[src/rtl/stream_pattern_gen_pkg.sv]
// rtl/stream_pattern_gen_pkg.sv - shared states, pattern modes and PRBS31 taps for stream_pattern_gen
package stream_pattern_gen_pkg;

    typedef enum logic [2:0] {
        IDLE = 3'd0,
        LOAD = 3'd1,
        PKT  = 3'd2,
        GAP  = 3'd3,
        END  = 3'd4
    } state_t;

    localparam logic [1:0] MODE_FIXED = 2'd0;
    localparam logic [1:0] MODE_INC   = 2'd1;
    localparam logic [1:0] MODE_PRBS  = 2'd2;

    // Polynomial x^31 + x^28 + 1 as 1-based tap positions
    localparam int PRBS_TAP_A = 31;
    localparam int PRBS_TAP_B = 28;

endpackage

[src/rtl/stream_pattern_core.sv]
// rtl/stream_pattern_core.sv - per-packet word pattern state (fixed / increment / PRBS31 under STREAM_PATTERN_GEN_PRBS_EN)
module stream_pattern_core
    import stream_pattern_gen_pkg::*;
#(
    parameter int DATA_W = 128
) (
    input  logic              clk,
    input  logic              rst,
    input  logic [1:0]        mode,
    input  logic [DATA_W-1:0] seed,
    input  logic [DATA_W-1:0] inc,
    input  logic              load,
    input  logic              advance,
    output logic [DATA_W-1:0] word
);

    logic [DATA_W-1:0] acc;

    always_ff @(posedge clk) begin
        if (rst) begin
            acc <= '0;
        end else if (load) begin
            acc <= seed;
        end else if (advance && mode == MODE_INC) begin
            acc <= acc + inc;
        end
    end

`ifdef STREAM_PATTERN_GEN_PRBS_EN
    localparam int REP = (DATA_W + 31) / 32;

    logic [30:0]       lfsr;
    logic [REP*32-1:0] prbs_rep;

    always_ff @(posedge clk) begin
        if (rst) begin
            lfsr <= 31'd1;
        end else if (load) begin
            // An all-zero LFSR would lock up, so a zero seed becomes 1
            lfsr <= (seed[30:0] == 31'd0) ? 31'd1 : seed[30:0];
        end else if (advance && mode == MODE_PRBS) begin
            lfsr <= {lfsr[29:0], lfsr[PRBS_TAP_A-1] ^ lfsr[PRBS_TAP_B-1]};
        end
    end

    assign prbs_rep = {REP{{1'b0, lfsr}}};
    assign word     = (mode == MODE_PRBS) ? prbs_rep[DATA_W-1:0] : acc;
`else
    assign word = acc;
`endif

endmodule

[src/rtl/stream_pattern_gen.sv]
// rtl/stream_pattern_gen.sv - non-FWFT FIFO-read packet train source; PRBS mode under STREAM_PATTERN_GEN_PRBS_EN
module stream_pattern_gen
    import stream_pattern_gen_pkg::*;
#(
    parameter int DATA_W = 128,
    parameter int CNT_W  = 32
) (
    input  logic              clk,
    input  logic              rst,
    input  logic [1:0]        cfg_mode,
    input  logic [DATA_W-1:0] cfg_start_from,
    input  logic [DATA_W-1:0] cfg_inc,
    input  logic [CNT_W-1:0]  cfg_pkt_len,
    input  logic [CNT_W-1:0]  cfg_pkt_gap,
    input  logic [CNT_W-1:0]  cfg_pkt_num,
    input  logic              stream_start,
    input  logic              stream_stop,
    output logic              stream_busy,
    input  logic              fifo_rd,
    output logic              fifo_empty,
    output logic [DATA_W-1:0] fifo_dout,
    output logic              fifo_last,
    output logic [CNT_W-1:0]  pkt_done_cnt
);

    state_t            state, state_nxt;
    logic [1:0]        sh_mode;
    logic [DATA_W-1:0] sh_seed, sh_inc;
    logic [CNT_W-1:0]  sh_len_m1, sh_gap, sh_num;
    logic [CNT_W-1:0]  word_cnt, gap_cnt, done_inc;
    logic              stop_pend;
    logic              rd_acc, last_word, core_load;
    logic [DATA_W-1:0] core_word;

    assign fifo_empty  = (state != PKT);
    assign stream_busy = (state != IDLE);
    assign rd_acc      = fifo_rd & ~fifo_empty;
    assign last_word   = (word_cnt == sh_len_m1);
    assign done_inc    = (pkt_done_cnt == '1) ? pkt_done_cnt : pkt_done_cnt + CNT_W'(1);
    // Reloading on the last read restarts the pattern for the next packet, even across a gap
    assign core_load   = (state == LOAD) | (rd_acc & last_word);

    always_ff @(posedge clk) begin
        if (rst) begin
            state <= IDLE;
        end else begin
            state <= state_nxt;
        end
    end

    always_comb begin
        state_nxt = state;
        case (state)
            IDLE: if (stream_start) state_nxt = LOAD;
            LOAD: state_nxt = PKT;
            PKT: begin
                if (rd_acc && last_word) begin
                    if ((sh_num != '0 && done_inc == sh_num) || stop_pend || stream_stop) begin
                        state_nxt = END;
                    end else if (sh_gap != '0) begin
                        state_nxt = GAP;
                    end
                end
            end
            GAP: begin
                if (stream_stop) begin
                    state_nxt = END;
                end else if (gap_cnt == sh_gap) begin
                    state_nxt = PKT;
                end
            end
            END:     state_nxt = IDLE;
            default: state_nxt = IDLE;
        endcase
    end

    always_ff @(posedge clk) begin
        if (rst) begin
            sh_mode      <= MODE_FIXED;
            sh_seed      <= '0;
            sh_inc       <= '0;
            sh_len_m1    <= '0;
            sh_gap       <= '0;
            sh_num       <= '0;
            word_cnt     <= '0;
            gap_cnt      <= CNT_W'(1);
            stop_pend    <= 1'b0;
            fifo_dout    <= '0;
            fifo_last    <= 1'b0;
            pkt_done_cnt <= '0;
        end else begin
            if (state == IDLE && stream_start) begin
                sh_mode      <= cfg_mode;
                sh_seed      <= cfg_start_from;
                sh_inc       <= cfg_inc;
                sh_len_m1    <= (cfg_pkt_len == '0) ? '0 : cfg_pkt_len - CNT_W'(1);
                sh_gap       <= cfg_pkt_gap;
                sh_num       <= cfg_pkt_num;
                pkt_done_cnt <= '0;
            end
            if (state == LOAD || state == PKT) begin
                stop_pend <= stop_pend | stream_stop;
            end else begin
                stop_pend <= 1'b0;
            end
            gap_cnt <= (state == GAP) ? gap_cnt + CNT_W'(1) : CNT_W'(1);
            if (state == LOAD) begin
                word_cnt <= '0;
            end
            if (rd_acc) begin
                fifo_dout <= core_word;
                fifo_last <= last_word;
                word_cnt  <= last_word ? '0 : word_cnt + CNT_W'(1);
                if (last_word) begin
                    pkt_done_cnt <= done_inc;
                end
            end
        end
    end

    stream_pattern_core #(
        .DATA_W (DATA_W)
    ) u_core (
        .clk     (clk),
        .rst     (rst),
        .mode    (sh_mode),
        .seed    (sh_seed),
        .inc     (sh_inc),
        .load    (core_load),
        .advance (rd_acc),
        .word    (core_word)
    );

endmodule
[config.mk]
export PLATFORM = sky130hd
export DESIGN_NAME = stream_pattern_gen
export DESIGN_NICKNAME = d
export VERILOG_FILES = /design/src/rtl/stream_pattern_gen_pkg.sv /design/src/rtl/stream_pattern_core.sv /design/src/rtl/stream_pattern_gen.sv
export SDC_FILE = /design/constraint.sdc
export NUM_CORES = 2
export LEC_CHECK = 0
export CAP_MARGIN = 20
export CORE_ASPECT_RATIO = 0.5
export CORE_MARGIN = 2
export CORE_UTILIZATION = 40
export CTS_BUF_LIST = sky130_fd_sc_hd__clkbuf_8
export CTS_CLUSTER_SIZE = 25
export DETAILED_ROUTE_END_ITERATION = 6
export DONT_BUFFER_PORTS = 1
export HOLD_SLACK_MARGIN = 0.03
export PLACE_DENSITY_LB_ADDON = 0.2
export SYNTH_ARGS = -nofsm -noshare
export SYNTH_HDL_FRONTEND = slang
export SYNTH_SLANG_ARGS = --single-unit
[constraint.sdc]
create_clock -name clk -period 3.5 [get_ports clk]
set_input_delay 0.7 -clock clk [delete_from_list [all_inputs] [get_ports clk]]
set_output_delay 0.7 -clock clk [all_outputs]
set_load 0.02 [all_outputs]
Word level (Yosys, flattened, before mapping)
Cells that the tools add are included.
{ "totals": {"reg_bits": 711, "in_bits": 359} }
{ "classes": {"n_addsub": 5, "eq_ne": 13, "n_mux": 17, "bitwise_logic": 7, "n_reduce_logical": 17} }
{ "ops": {"columns": ["operator", "count"], "rows": [
  ["$mux W128", 2],
  ["$mux W32", 8],
  ["$add A128 B128 Y128", 1],
  ["$add A32 B1 Y32 const B", 3],
  ["$eq A32 B32 Y1", 3],
  ["$reduce_bool A32 Y1", 2],
  ["$eq A32 B32 Y1 const B", 1],
  ["$logic_not A32 Y1", 1],
  ["$sub A32 B1 Y32 const B", 1],
  ["$mux W3", 6],
  ["$pmux W3 S4", 1],
  ["$eq A3 B2 Y1 const B", 2],
  ["$ne A3 B3 Y1 const B", 2],
  ["$logic_and A1 B1 Y1", 4],
  ["$ne A2 B2 Y1 const B", 2],
  ["$reduce_and A4 Y1", 1],
  ["$reduce_bool A2 Y1", 2],
  ["$reduce_or A2 Y1", 2],
  ["$eq A3 B1 Y1 const B", 1],
  ["$logic_not A3 Y1", 1],
  ["$logic_or A1 B1 Y1", 3],
  ["$ne A3 B2 Y1 const B", 1],
  ["$not A1 Y1", 3],
  ["$reduce_bool A3 Y1", 1],
  ["other kinds (3)", 5]
]} }

Depth between registers and ports, before layout
{ "logic_depth": {"ltp_word": 9, "ltp_mapped": 14, "ltp_nobuf": 14} }

By module
From an unflattened synthesis, not the netlist that was laid out.
{ "hier_totals": {"cells_unflattened": 5090, "area_unflattened_um2": 37719.9} }
{ "by_module_without_submodules": {"columns": ["module", "n_inst", "cells_per_inst", "area_each_um2", "seq_area_each_um2"], "rows": [
  ["stream_pattern_gen", 1, 3078, 23841.6, 11671.2],
  ["stream_pattern_core", 1, 2012, 13878.3, 2562.5]
]} }

Worst setup path before layout
OpenSTA, ideal clock, no wires.
{ "synth_timing": {"path_type": "reg-to-reg", "startpoint": "register pkt_done_cnt[3]", "endpoint": "register state[0]", "setup_time_ns": 0.122, "arrival_time_ns": 3.681, "required_time_ns": 3.378, "path_slack_ns": -0.303, "path_stages_with_launch": 15, "path_buffers": 3, "synth_period_minus_slack_ns": 3.803, "path_cell_list": "dfxtp_1 > buf_2 > nand4_4 > or3_1 > buf_6 > or4_4 > buf_6 > nand3_1 > mux2_2 > a211oi_1 > nand2_1 > nor4b_1 > a211o_2 > or2_1 > o311a_1"} }
{ "synth_between": {"elab_chain_cells": 9} }
{ "synth_lines": {"columns": ["item", "line", "source"], "rows": [
  ["start: declaration", "stream_pattern_gen.sv:23", "output logic [CNT_W-1:0] pkt_done_cnt"],
  ["start signal: assignment", "stream_pattern_gen.sv:115", "pkt_done_cnt <= done_inc;"],
  ["$add A32 B1 Y32 or $eq A32 B32 Y1 (tied branches)", "stream_pattern_gen.sv:39", "assign done_inc = (pkt_done_cnt == '1) ? pkt_done_cnt : pkt_done_cnt + CNT_W'(1);"],
  ["$mux W32 (*)", "stream_pattern_gen.sv:39", null],
  ["$eq A32 B32 Y1 (*)", "stream_pattern_gen.sv:58", "if ((sh_num != '0 && done_inc == sh_num) || stop_pend || stream_stop) begin"],
  ["$logic_and A1 B1 Y1 (*)", "stream_pattern_gen.sv:58", null],
  ["$logic_or A1 B1 Y1 (*) (2 in a row)", "stream_pattern_gen.sv:58", null],
  ["$mux W3", "stream_pattern_gen.sv:58", null],
  ["$mux W3", "stream_pattern_gen.sv:57", "if (rd_acc && last_word) begin"],
  ["$pmux W3 S4", "stream_pattern_gen.sv:53", "case (state)"],
  ["end signal: assignment", "stream_pattern_gen.sv:47", "state <= state_nxt;"],
  ["end: declaration", "stream_pattern_gen.sv:26", "state_t state, state_nxt;"]
]} }
Every way passes the cells marked *; elsewhere a longest branch is shown, timed or not. The select of a mux whose other input is x is not followed.
A chain may end at the register's enable or synchronous reset.

Final worst setup path
{ "layout_timing": {"startpoint": "register pkt_done_cnt[6]", "endpoint": "register state[0]"} }
Same word-level chain as after synthesis.

==> results.yml <==
sta:
  post-route-min-period_ns: 3.44
  rsz0062_at_grt: "true"
  finalMaxSlewViolations: 184
  tightest_slew_ns: 1.97
  maxSlewHeadroom_pct: -31.5
  post-route-period-util_pct: 98.2
  fin_tns_setup_ns: 0
  holdWs_ns: 0.0915
  finClkSkew_ns: 0.0789
  finalHoldViolations: 0
  fmax_mhz: 291
  finalSetupViolCount: 0
critical_path:
  crit_fanout: 4
  cp-end-kind: "register"
  crit_path_start_kind: "register"
  ff2ff_path_depth: 12
  r2r_start: "pkt_done_cnt[6]$_SDFF_PP0_"
  reg2reg_slack_ns: 0.06
  arrival_ns: 4.19
  path_class: "register to register"
  worstSetupStartpoint: "pkt_done_cnt[6]$_SDFF_PP0_"
  crit_path_end: "state[0]$_SDFFE_PP0P_"
  r2r-end: "state[0]$_SDFFE_PP0P_"
  required_ns: 4.25
detailed_routing:
  num_vias: 38600
  wl_per_cell_um: 20.1
  drt-total-wl_mm: 139
  vias_per_cell: 5.59
  ant_nets: 0
  drt_iter0_drc: 2726
  dr.pass1.iters: 6
  drc: 0
layout:
  seqCellArea_um2: 14300
  areaGrowthSynthToFinish_pct: 22.8
  num-fill-cells: 9254
  final_nets: 6054
  drive_gt1_share_pct: 11.0
  multi_input_area_um2: 22600
  final_area_um2: 46600
clock_tree:
  clockBufferDepth: 3
  numCtsBuffers: 106
  cts_tree: "yes"
  clk_pin_slew_worst_paths_ns: 0.08
  htreeDepth: 3
  clock_latency_ns: 0.86
  clock-sinks: 711
  cts_root_buf: "clkbuf_8"
logic_synthesis:
  ys_dominant_reg_cell: "dfxtp_1"
  avgSynthCellArea_um2: 7.31
  async_reset_ff_share_pct: 0
  synth_edf_count: 0
  syn-num-nets: 5675
  syn_inst: 5184
  synth_area_um2: 37900
  seq_area_frac_synth_pct: 37.5
  yosys-top-cells-area: "dfxtp_1 38%, nand2_1 12%, a21oi_1 11%"
  yosysTopAreaCell: "dfxtp_1"
  ys_warn_count: 0
  synth_top_area_share_pct: 37.5
  synth_cell_type_count: 84
  synth-seq-cells: 711
status:
  status: "finished, violations left"
  violations: "slew limit"
floorplan:
  die_width_um: 439
  core_um2: 93400
  die_y_um: 222
  ios: 522
  rows: 79
  die_area_um2: 97400
  start_util_pct: 40.6
power_and_ir_drop:
  irDropWorstVdd_uv: 292
  p_per_area_nw_per_um2: 428
  finalPower_mw: 19.9
  p_leak_nw: 17.5
global_routing:
  grt_max_degree: 551
  gr-total-overflow: 0
  grt_pass1_vias: 37600
  antenna_found_initial: 4
  grt_use_total_pct: 27.3
  grt_pass1_wl_mm: 212
placed_design:
  portBuffers: 0
  dp_hpwl_mm: 100
  placed_area_um2: 40700
  finalWeightedCongestion: 0.940
job:
  cap_violations: 0
min_path:
  hold-path-cell-count: 2
  hold_path.class: "input port to register"
[layout make-up]
| class | count | share of cell area [%] |
|---|---|---|
| clock buffer | 132 | 3.90 |
| tap | 1255 | 3.37 |
| clock inverter | 56 | 0.833 |
| antenna | 8 | 0.0430 |
| inverter | 67 | 0.540 |
| multi-input combinational | 4048 | 48.5 |
| sequential | 711 | 30.6 |
| timing repair buffer | 629 | 12.2 |
[per-layer routing]
layer | part of all wire, % | track usage (%)
met1 | 43 | 34.1
met2 | 49 | 46.9
met3 | 4.7 | 4.17
met4 | 3.7 | 10.7
met5 | 0 | 0
[report_power, final]
part | internal, mW | total [mW] | switching, mW
sequential | 8.58 | 9.01 | 0.425
clock | 3.71 | 7.25 | 3.54
combinational | 1.50 | 3.69 | 2.19
[worst min-delay path by stage]
stage                                  start                          end  slack [ns]
finish                          cfg_inc[104]     sh_inc[104]$_SDFFE_PP0P_        0.09
CTS                             cfg_inc[104]     sh_inc[104]$_SDFFE_PP0P_        0.03
global placement    sh_seed[51]$_SDFFE_PP0P_     sh_seed[51]$_SDFFE_PP0P_        0.44
global route              cfg_start_from[81]     sh_seed[81]$_SDFFE_PP0P_       0.002
detailed placement  sh_seed[89]$_SDFFE_PP0P_     sh_seed[89]$_SDFFE_PP0P_        0.45
floorplan            sh_seed[1]$_SDFFE_PP0P_  u_core.word[1]$_SDFFE_PP0P_        0.43
[critical path, stage by stage, from the launching register on]
cell,delay (ns)
dfxtp_2,0.35
nand4_4,0.12
or3_4,0.44
or4_4,0.55
nand3_2,0.10
mux2_4,0.31
a211oi_2,0.19
nand2_1,0.07
nor4b_2,0.15
buf_4,0.15
a211o_4,0.34
or2_4,0.24
o311a_1,0.34
[flip-flops by register name (all words and copies together) (netlist names), 2 cells and up]
| name | cells |
|---|---|
| state | 3 |
| u_core.word | 128 |
| sh_gap | 32 |
| sh_num | 32 |
| sh_seed | 128 |
| sh_len_m1 | 32 |
| sh_mode | 2 |
| word_cnt | 32 |
| fifo_dout | 128 |
| gap_cnt | 32 |
| pkt_done_cnt | 32 |
| sh_inc | 128 |
[synth_stat cells, types with 5 or more instances]
cell type and instances:
nand3b_1 5, nor2b_1 12, nand2b_1 13, and3_1 31, nand4_1 105, or3_1 38, buf_2 8, nor2_1 344
a311oi_1 40, buf_1 17, xor2_1 107, a21oi_1 851, o211ai_1 28, o21a_1 30, inv_1 66, xnor2_1 151
o22ai_1 12, o31ai_1 16, nor4_1 62, nand4b_1 8, a21o_1 51, o21ai_0 257, dfxtp_1 711, nor3b_1 12
nand2_1 1252, a2111oi_0 7, nand3_1 76, or2_2 13, a31oi_1 37, or4_1 23, a211oi_1 34, and2_1 20
o21bai_1 42, o31a_1 6, and4_1 16, ha_1 131, a21boi_0 13, nor3_1 96, mux2i_1 15, clkbuf_1 330
a22oi_1 17
[cells by family (layout without fill, tap and decap cells)]
| kind of cell | count (synthesis) | count (layout) | share of synthesized area, % |
|---|---|---|---|
| simple gates | 2141 | 2141 | 24.7 |
| compound gates | 1499 | 1499 | 22.7 |
| flops | 711 | 711 | 37.5 |
| buf+inv | 425 | 884 | 4.28 |
| xor+xnor | 258 | 258 | 5.96 |
| fa+ha+maj | 132 | 132 | 4.38 |
| mux | 18 | 18 | 0.485 |
| other cells | 0 | 8 | 0 |
[stage by stage]
stage | utilization [%] | instances | setup slack, ns
finish | 49.9 | 6906 | 0.0629
global route | 49.9 | 6906 | -0.0506
CTS | 49.3 | 6887 | 0.00286
detailed placement | 43.5 | 6391 | -0.206
global placement | 43.5 | 6391 | -0.175
floorplan | - | 5184 | -0.0808
[placed cells by master (no fill, tap or decap), drive strengths merged, types with 40 or more instances in the layout]
master       count
nand4          106
clkbuf         132
xor2           107
dfxtp          711
o21bai          42
nand3           76
inv            104
nor3            96
nand2         1253
nor4            64
nor2           344
a21o            51
ha             131
a311oi          40
xnor2          151
dlygate4sd3    304
o21ai          260
a21oi          852
buf            325
[timing repair]
action | 4_1_cts | 5_1_grt
hold buffers | 304 | 1
setup endpoints to repair | 22 | 70
gates resized for setup | 19 | 96
setup buffers | 4 | 12
hold endpoints to repair | 325 | 2
pin swaps | 9 | 33
Note: power is estimated with default switching activity, not from simulation.
